[src/rtl/div_pkg.sv]
// Shared types and helpers for the serial divisibility checker and its bit serializer front end.
package div_pkg;

  typedef enum logic {
    SER_IDLE  = 1'b0,
    SER_SHIFT = 1'b1
  } ser_state_t;

  typedef enum logic [1:0] {
    REM_0 = 2'd0,
    REM_1 = 2'd1,
    REM_2 = 2'd2
  } rem_state_t;

  // A length of zero or beyond the word width means "use the whole word".
  function automatic int unsigned ser_norm_len(input int unsigned len, input int unsigned data_w);
    return ((len == 0) || (len > data_w)) ? data_w : len;
  endfunction

endpackage

[src/rtl/ser_hold_buf.sv]
// One-entry data+len skid register with valid/ready, used to preload the next serializer word.
module ser_hold_buf #(
  parameter int unsigned DATA_W = 8,
  parameter int unsigned LEN_W  = 4
) (
  input  logic              clk,
  input  logic              reset,
  input  logic              push_valid,
  output logic              push_ready,
  input  logic [DATA_W-1:0] push_data,
  input  logic [LEN_W-1:0]  push_len,
  output logic              pop_valid,
  input  logic              pop_ready,
  output logic [DATA_W-1:0] pop_data,
  output logic [LEN_W-1:0]  pop_len
);

  logic              valid_q;
  logic [DATA_W-1:0] data_q;
  logic [LEN_W-1:0]  len_q;

  assign push_ready = ~valid_q;
  assign pop_valid  = valid_q;
  assign pop_data   = data_q;
  assign pop_len    = len_q;

  always_ff @(posedge clk) begin
    if (reset) begin
      valid_q <= 1'b0;
      data_q  <= '0;
      len_q   <= '0;
    end else if (push_valid && push_ready) begin
      valid_q <= 1'b1;
      data_q  <= push_data;
      len_q   <= push_len;
    end else if (pop_ready && valid_q) begin
      valid_q <= 1'b0;
    end
  end

endmodule

[src/rtl/bit_serializer.sv]
// Parallel-to-serial front end: streams the low len bits of a word MSB-first with first/last framing.
// Define SER_PRELOAD_EN to add a one-entry hold register for zero-bubble back-to-back words.
module bit_serializer
  import div_pkg::*;
#(
  parameter  int unsigned DATA_W = 8,
  localparam int unsigned LEN_W  = $clog2(DATA_W + 1)
) (
  input  logic              clk,
  input  logic              reset,
  input  logic              in_valid_i,
  output logic              in_ready_o,
  input  logic [DATA_W-1:0] in_data_i,
  input  logic [LEN_W-1:0]  in_len_i,
  output logic              x_o,
  output logic              x_valid_o,
  output logic              x_first_o,
  output logic              x_last_o,
  input  logic              out_ready_i,
  output logic              busy_o
);

  ser_state_t        state, state_nxt;
  logic [DATA_W-1:0] shreg;
  logic [LEN_W-1:0]  count;
  logic              first_flag;

  logic              shifting, bit_hs, last_hs, accept;
  logic              load_direct, load, hold_valid, hold_pop;
  logic [LEN_W-1:0]  in_len_n, src_len, shamt;
  logic [DATA_W-1:0] src_data, shreg_load;

  assign in_len_n = LEN_W'(ser_norm_len(32'(in_len_i), DATA_W));
  assign shifting = (state == SER_SHIFT);
  assign bit_hs   = shifting & out_ready_i;
  assign last_hs  = bit_hs & (count == LEN_W'(1));

`ifdef SER_PRELOAD_EN
  logic              hold_push, hold_in_ready;
  logic [DATA_W-1:0] hold_data;
  logic [LEN_W-1:0]  hold_len;

  assign in_ready_o  = ~reset & hold_in_ready;
  assign accept      = in_valid_i & in_ready_o;
  // Direct load when idle, or bypass when the current word ends with nothing held.
  assign load_direct = accept & (~shifting | (last_hs & ~hold_valid));
  assign hold_push   = accept & ~load_direct;
  assign hold_pop    = last_hs & hold_valid;
  assign src_data    = hold_pop ? hold_data : in_data_i;
  assign src_len     = hold_pop ? hold_len  : in_len_n;

  ser_hold_buf #(
    .DATA_W (DATA_W),
    .LEN_W  (LEN_W)
  ) u_hold_buf (
    .clk        (clk),
    .reset      (reset),
    .push_valid (hold_push),
    .push_ready (hold_in_ready),
    .push_data  (in_data_i),
    .push_len   (in_len_n),
    .pop_valid  (hold_valid),
    .pop_ready  (hold_pop),
    .pop_data   (hold_data),
    .pop_len    (hold_len)
  );
`else
  assign in_ready_o  = ~reset & ~shifting;
  assign accept      = in_valid_i & in_ready_o;
  assign load_direct = accept;
  assign hold_valid  = 1'b0;
  assign hold_pop    = 1'b0;
  assign src_data    = in_data_i;
  assign src_len     = in_len_n;
`endif

  assign load       = load_direct | hold_pop;
  assign shamt      = LEN_W'(DATA_W) - src_len;
  assign shreg_load = src_data << shamt;

  always_ff @(posedge clk) begin
    if (reset) state <= SER_IDLE;
    else       state <= state_nxt;
  end

  always_comb begin
    state_nxt = state;
    case (state)
      SER_IDLE:  if (accept) state_nxt = SER_SHIFT;
      SER_SHIFT: if (last_hs && !load) state_nxt = SER_IDLE;
      default:   state_nxt = SER_IDLE;
    endcase
  end

  // Shift register, remaining-bit count and first-bit marker.
  always_ff @(posedge clk) begin
    if (reset) begin
      shreg      <= '0;
      count      <= '0;
      first_flag <= 1'b0;
    end else if (load) begin
      shreg      <= shreg_load;
      count      <= src_len;
      first_flag <= 1'b1;
    end else if (bit_hs) begin
      shreg      <= shreg << 1;
      count      <= count - LEN_W'(1);
      first_flag <= 1'b0;
    end
  end

  assign x_valid_o = shifting;
  assign x_o       = shifting & shreg[DATA_W-1];
  assign x_first_o = shifting & first_flag;
  assign x_last_o  = shifting & (count == LEN_W'(1));
  assign busy_o    = shifting | hold_valid;

endmodule
[config.mk]
export PLATFORM = sky130hd
export DESIGN_NAME = bit_serializer
export DESIGN_NICKNAME = d
export VERILOG_FILES = /design/src/rtl/div_pkg.sv /design/src/rtl/ser_hold_buf.sv /design/src/rtl/bit_serializer.sv
export SDC_FILE = /design/constraint.sdc
export NUM_CORES = 1
export LEC_CHECK = 0
export BUFFER_PORTS_ARGS = -buffer_cell sky130_fd_sc_hd__buf_2
export CAP_MARGIN = 40
export CORE_ASPECT_RATIO = 1.5
export CORE_MARGIN = 2
export CORE_UTILIZATION = 35
export DETAILED_ROUTE_END_ITERATION = 7
export PLACE_DENSITY = 0.61
export SLEW_MARGIN = 30
export SYNTH_ARGS = -nofsm -noshare
export SYNTH_HDL_FRONTEND = slang
export SYNTH_SLANG_ARGS = --single-unit
[constraint.sdc]
create_clock -name clk -period 1.7 [get_ports clk]
set_input_delay 0.085 -clock clk [delete_from_list [all_inputs] [get_ports clk]]
set_output_delay 0.085 -clock clk [all_outputs]
set_load 0.005 [all_outputs]
* After elaboration in Yosys (flattened, before gate mapping)
Index checks and enable logic that the tools add are counted.
** Cells by class
- Shifts and indexed selects :: 1
- Reductions and logical operators :: 5
- Div/mod/pow operators :: 0
- Mux-type cells :: 10
- Bitwise gates (word level) :: 9
- Magnitude comparators :: 1
- Multipliers :: 0
- Add/sub/neg operators :: 2
- Eq/ne operators :: 1
** Operator list (count)
- 2-to-1 mux 8 bit :: 2
- 2-to-1 mux 4 bit :: 3
- << shifter 8 x 4 -> 8 bit :: 1
- bitwise AND 1 bit :: 7
- == test 4 x 1 -> 1 bit (second input constant) :: 1
- > comparator 4 bit (second input constant) :: 1
- zero test 4 bit :: 1
- 2-to-1 mux 1 bit :: 4
- subtractor 4 x 1 -> 4 bit (second input constant) :: 1
- subtractor 4 bit (first input constant) :: 1
- NOT 1 bit :: 2
- one-hot mux 1 bit (2 select lines) :: 1
- nonzero test 2 bit :: 1
- logical AND 1 bit :: 1
- zero test 1 bit :: 1
- logical OR 1 bit :: 1
** Storage, ports and cells
- Bits in writable memories :: 0
- Memories kept :: 0
- Output and inout port bits :: 6
- Bits in read-only memories :: 0
- Latch bits :: 0
- Register bits after elaboration :: 14
- Word-level logic and storage cells :: 33
- Input bits :: 16

* Depth between registers and ports, before layout
- Depth after elaboration :: 7
- Gate-level depth with buffers :: 9
- Mapped depth without buffers :: 7

* Worst setup path before layout
No wires, ideal clock.
- Path kind :: input -> register
- Start :: input port in_len_i[0]
- End :: register shreg[4]
- Data required time :: 1597 ps
- Cell stages on the path :: 8
- Path buffers :: 1
- Slack :: -32 ps
- Library setup time :: 103 ps
- Arrival :: 1628 ps
- Cells stage by stage :: nor2b_2 buf_6 clkinv_8 ha_1 xor2_4 and3_1 o32a_1 a2111oi_2
** On the way
- Word-level cells in the longest chain between the ends :: 6
- Elaborated cells on any way between the ends :: 7
- Those cells by class :: add/sub (1); order compare (1); shift (1); mux (2); reduce/logical (2)
** Ends and longest elaborated chain
- from (decl) :: RTL line bit_serializer.sv:14 : input logic [LEN_W-1:0] in_len_i,
- > comparator 4 bit / zero test 4 bit (equally long branches) :: RTL line div_pkg.sv:17 : return ((len == 0) || (len > data_w)) ? data_w : len;
- logical OR 1 bit :: RTL line div_pkg.sv:17
- 2-to-1 mux 4 bit * :: RTL line div_pkg.sv:17
- subtractor 4 bit * :: RTL line bit_serializer.sv:78 : assign shamt = LEN_W'(DATA_W) - src_len;
- << shifter 8 x 4 -> 8 bit * :: RTL line bit_serializer.sv:79 : assign shreg_load = src_data << shamt;
- 2-to-1 mux 8 bit * :: RTL line bit_serializer.sv:101 : end else if (load) begin
- to (signal assigned) :: RTL line bit_serializer.sv:102 : shreg <= shreg_load;
- to (signal assigned) :: RTL line bit_serializer.sv:106 : shreg <= shreg << 1;
- to (decl) :: RTL line bit_serializer.sv:24 : logic [DATA_W-1:0] shreg;
Every way passes the cells marked *; elsewhere a longest branch is shown, timed or not.
A chain may end at the register's enable or synchronous reset.

* Worst setup path after layout
- Start :: input port in_len_i[3]
- End :: register shreg[4]
Same word-level chain as after synthesis.

==> flow_metrics.tcl <==
set metrics [dict create \
    status "finished, final reports clean" \
    synthFlopType "dfxtp_1" \
    required_ns 1.84 \
    root_buffer "clkbuf_8" \
    p_int_w 0.0006314 \
    grt_remaining_overflow 0 \
    period_needed_ns 1.577 \
    setup_viol 0 \
    cts_made_buffers 3 \
    nFillCells 274 \
    rows 23 \
    slew_viol_final 0 \
    clock_skew_ns 0.0009500 \
    wirelength_um 2201 \
    io_pins 22 \
    diodes 0 \
    place_ws_ns -0.2109 \
    first_pass_iters 4 \
    vias 901 \
    postSynth.asyncResetShare 0 \
    power.switching_w 0.0002487 \
    yosysTopAreaCellShare 0.2898 \
    drt-initial-drc-count 32 \
    total_leakage_power_nw 0.4973 \
    cts.sinks 14 \
    grt_pass1_vias 922 \
    ir_worst_vdd_v 0.0002926 \
    syn_area_um2 967.2 \
    dp.cells 172 \
    critPathLaunchType "input pin" \
    period_share 0.9274 \
    final_cell_count_no_fill 175 \
    yosysTopAreaCell "dfxtp_1" \
    yosysWarnings 0 \
    drive_above_1_share 0.3043 \
    p_comb_frac 0.275 \
    slew_headroom 0.7386 \
    worstPathArrival_ns 1.71 \
    grt_max_degree 15 \
    cts_hold_buf 0 \
    nNetsFinal 159 \
    routed_via_density 5.149 \
    die_y_um 68.38 \
    p_per_area_mw_per_mm2 735.0 \
    synth-seq-area-share 0.2898 \
    drcViolationCount 0 \
    synth_edf_count 0 \
    crit_type "input pin to flop" \
    end_kind "flop" \
    hold_path_class "input pin to flop" \
    rsz0062_at_grt "false" \
    max-cap-violations 0 \
    switching_share 0.2826 \
    worst_pin_slew_ns 0.3921 \
    timing.fmax_mhz 634.3 \
    final_common_cell "buf_2" \
    tritoncts "yes" \
    postRouteAntennaNets 0 \
    die_w_um 46.92 \
    coreArea_mm2 0.002648 \
    ctsHtreeMaxLevel 1 \
    setup_ws_ns 0.1235 \
    power.share.clock 0.304 \
    ys_ff_latch 14 \
    synth_cells 112 \
    clock_latency_ns 0.25 \
    cts_buffer_depth 2 \
    globalplace.congestion 0.8602 \
    ys_types 37 \
    layout_common_cells "buf_2, nand2_1, dfxtp_1, buf_4, nor2_1" \
    hold_viol 0 \
    syn_nets 131 \
    cts_setup_buffers 0 \
    dieArea_mm2 0.003208 \
    syn_to_final_growth_pct 23.80 \
    power.share.sequential 0.421 \
    avgSynthCellArea_um2 8.636 \
    dp_hpwl_um 1737 \
    grt_pass1_wl_um 4050 \
    initial_core_util 0.3653 \
    synth_area_leaders "dfxtp_1, nand2_1, mux4_1, mux2i_1, ha_1" \
    clk_pin_slew_worst_paths_ns 0.05 \
    io_buffers 21 \
    ctsResizeCount 0 \
    grt_usage 0.1786 \
    antenna_found_initial 0 \
    crit_path_max_fanout 5 \
    wl_per_cell_um 12.58 \
]
## layer usage
metal  GRT usage  wire length [um]
met1      0.2116               935
met2      0.2928              1154
met5           0                 0
met3     0.02902                81
met4      0.1042                30
## layout make-up
cell class / instances / area, um^2 / share of cell area
multi-input combinational: 86 / 621.8 / 0.5193
sequential: 14 / 280.3 / 0.2341
timing repair buffer: 31 / 180.2 / 0.1505
tap: 37 / 46.29 / 0.03866
clock buffer: 3 / 41.29 / 0.03448
inverter: 4 / 27.53 / 0.02299
## sequential cells by signal, summed over array words and instances (netlist names)
name	count
busy_o	1
count	4
first_flag	1
shreg	8
## final timing paths
kind / start / end / slack [ns] / cells past startpoint
worst max-delay path: in_len_i[3] / shreg[4] / 0.12 / 8
worst max register to register: busy_o / shreg[0] / 0.20 / 5
worst min-delay path: in_valid_i / busy_o / 0.12 / 3
worst min register to register: first_flag / first_flag / 0.46 / 2
## power groups by stage
stage	clock [W]	sequential [W]	combinational, W
finish	0.000267	0.000371	0.000242
global route	0.000294	0.000376	0.000274
CTS	0.000272	0.000371	0.000242
detailed placement	0	0.000378	0.000240
global placement	0	0.000377	0.000234
floorplan	0	0.000375	0.000162
## stage by stage
stage	setup TNS [ns]	utilization	hold WS, ns	area (um^2)	power, W
after CTS	0	0.4504	0.1260	1192	0.0008846
after global placement	-0.2129	0.4348	0.3922	1151	0.0006106
after floorplan	0	-	0.1571	969.7	0.0005365
final	0	0.4523	0.1234	1197	0.0008801
after global routing	0	0.4523	0.1456	1197	0.0009431
after detailed placement	-0.4287	0.4348	0.3839	1151	0.0006184
## Yosys cell counts, drive strengths merged (2+ instances only)
| cell | number |
|---|---|
| nand2 | 18 |
| dfxtp | 14 |
| nor2 | 8 |
| a21oi | 5 |
| clkbuf | 5 |
| nor3 | 5 |
| and2 | 4 |
| mux2i | 4 |
| a211oi | 3 |
| a311oi | 3 |
| a31oi | 3 |
| buf | 3 |
| ha | 3 |
| inv | 3 |
| mux4 | 3 |
| nand2b | 3 |
| o21ai | 3 |
| o22ai | 3 |
| and3 | 2 |
| nand3 | 2 |
| nor2b | 2 |
| or3 | 2 |
| xor2 | 2 |
## cell families after synthesis
logic type      Yosys count  share of synthesized area
xor+xnor                  3                    0.04658
mux                       7                     0.1190
fa+ha+maj                 3                    0.03881
simple gates             48                     0.2484
flops                    14                     0.2898
compound gates           25                     0.1824
buf+inv                  12                    0.07503
## critical path, cell delays in order
cell	delay, ns
buf_2	0.14
nor2b_4	0.19
clkinv_8	0.06
ha_2	0.20
xor2_4	0.20
and3_1	0.16
o32a_1	0.31
a2111oi_2	0.37
Note: power is estimated with default switching activity, not from simulation.
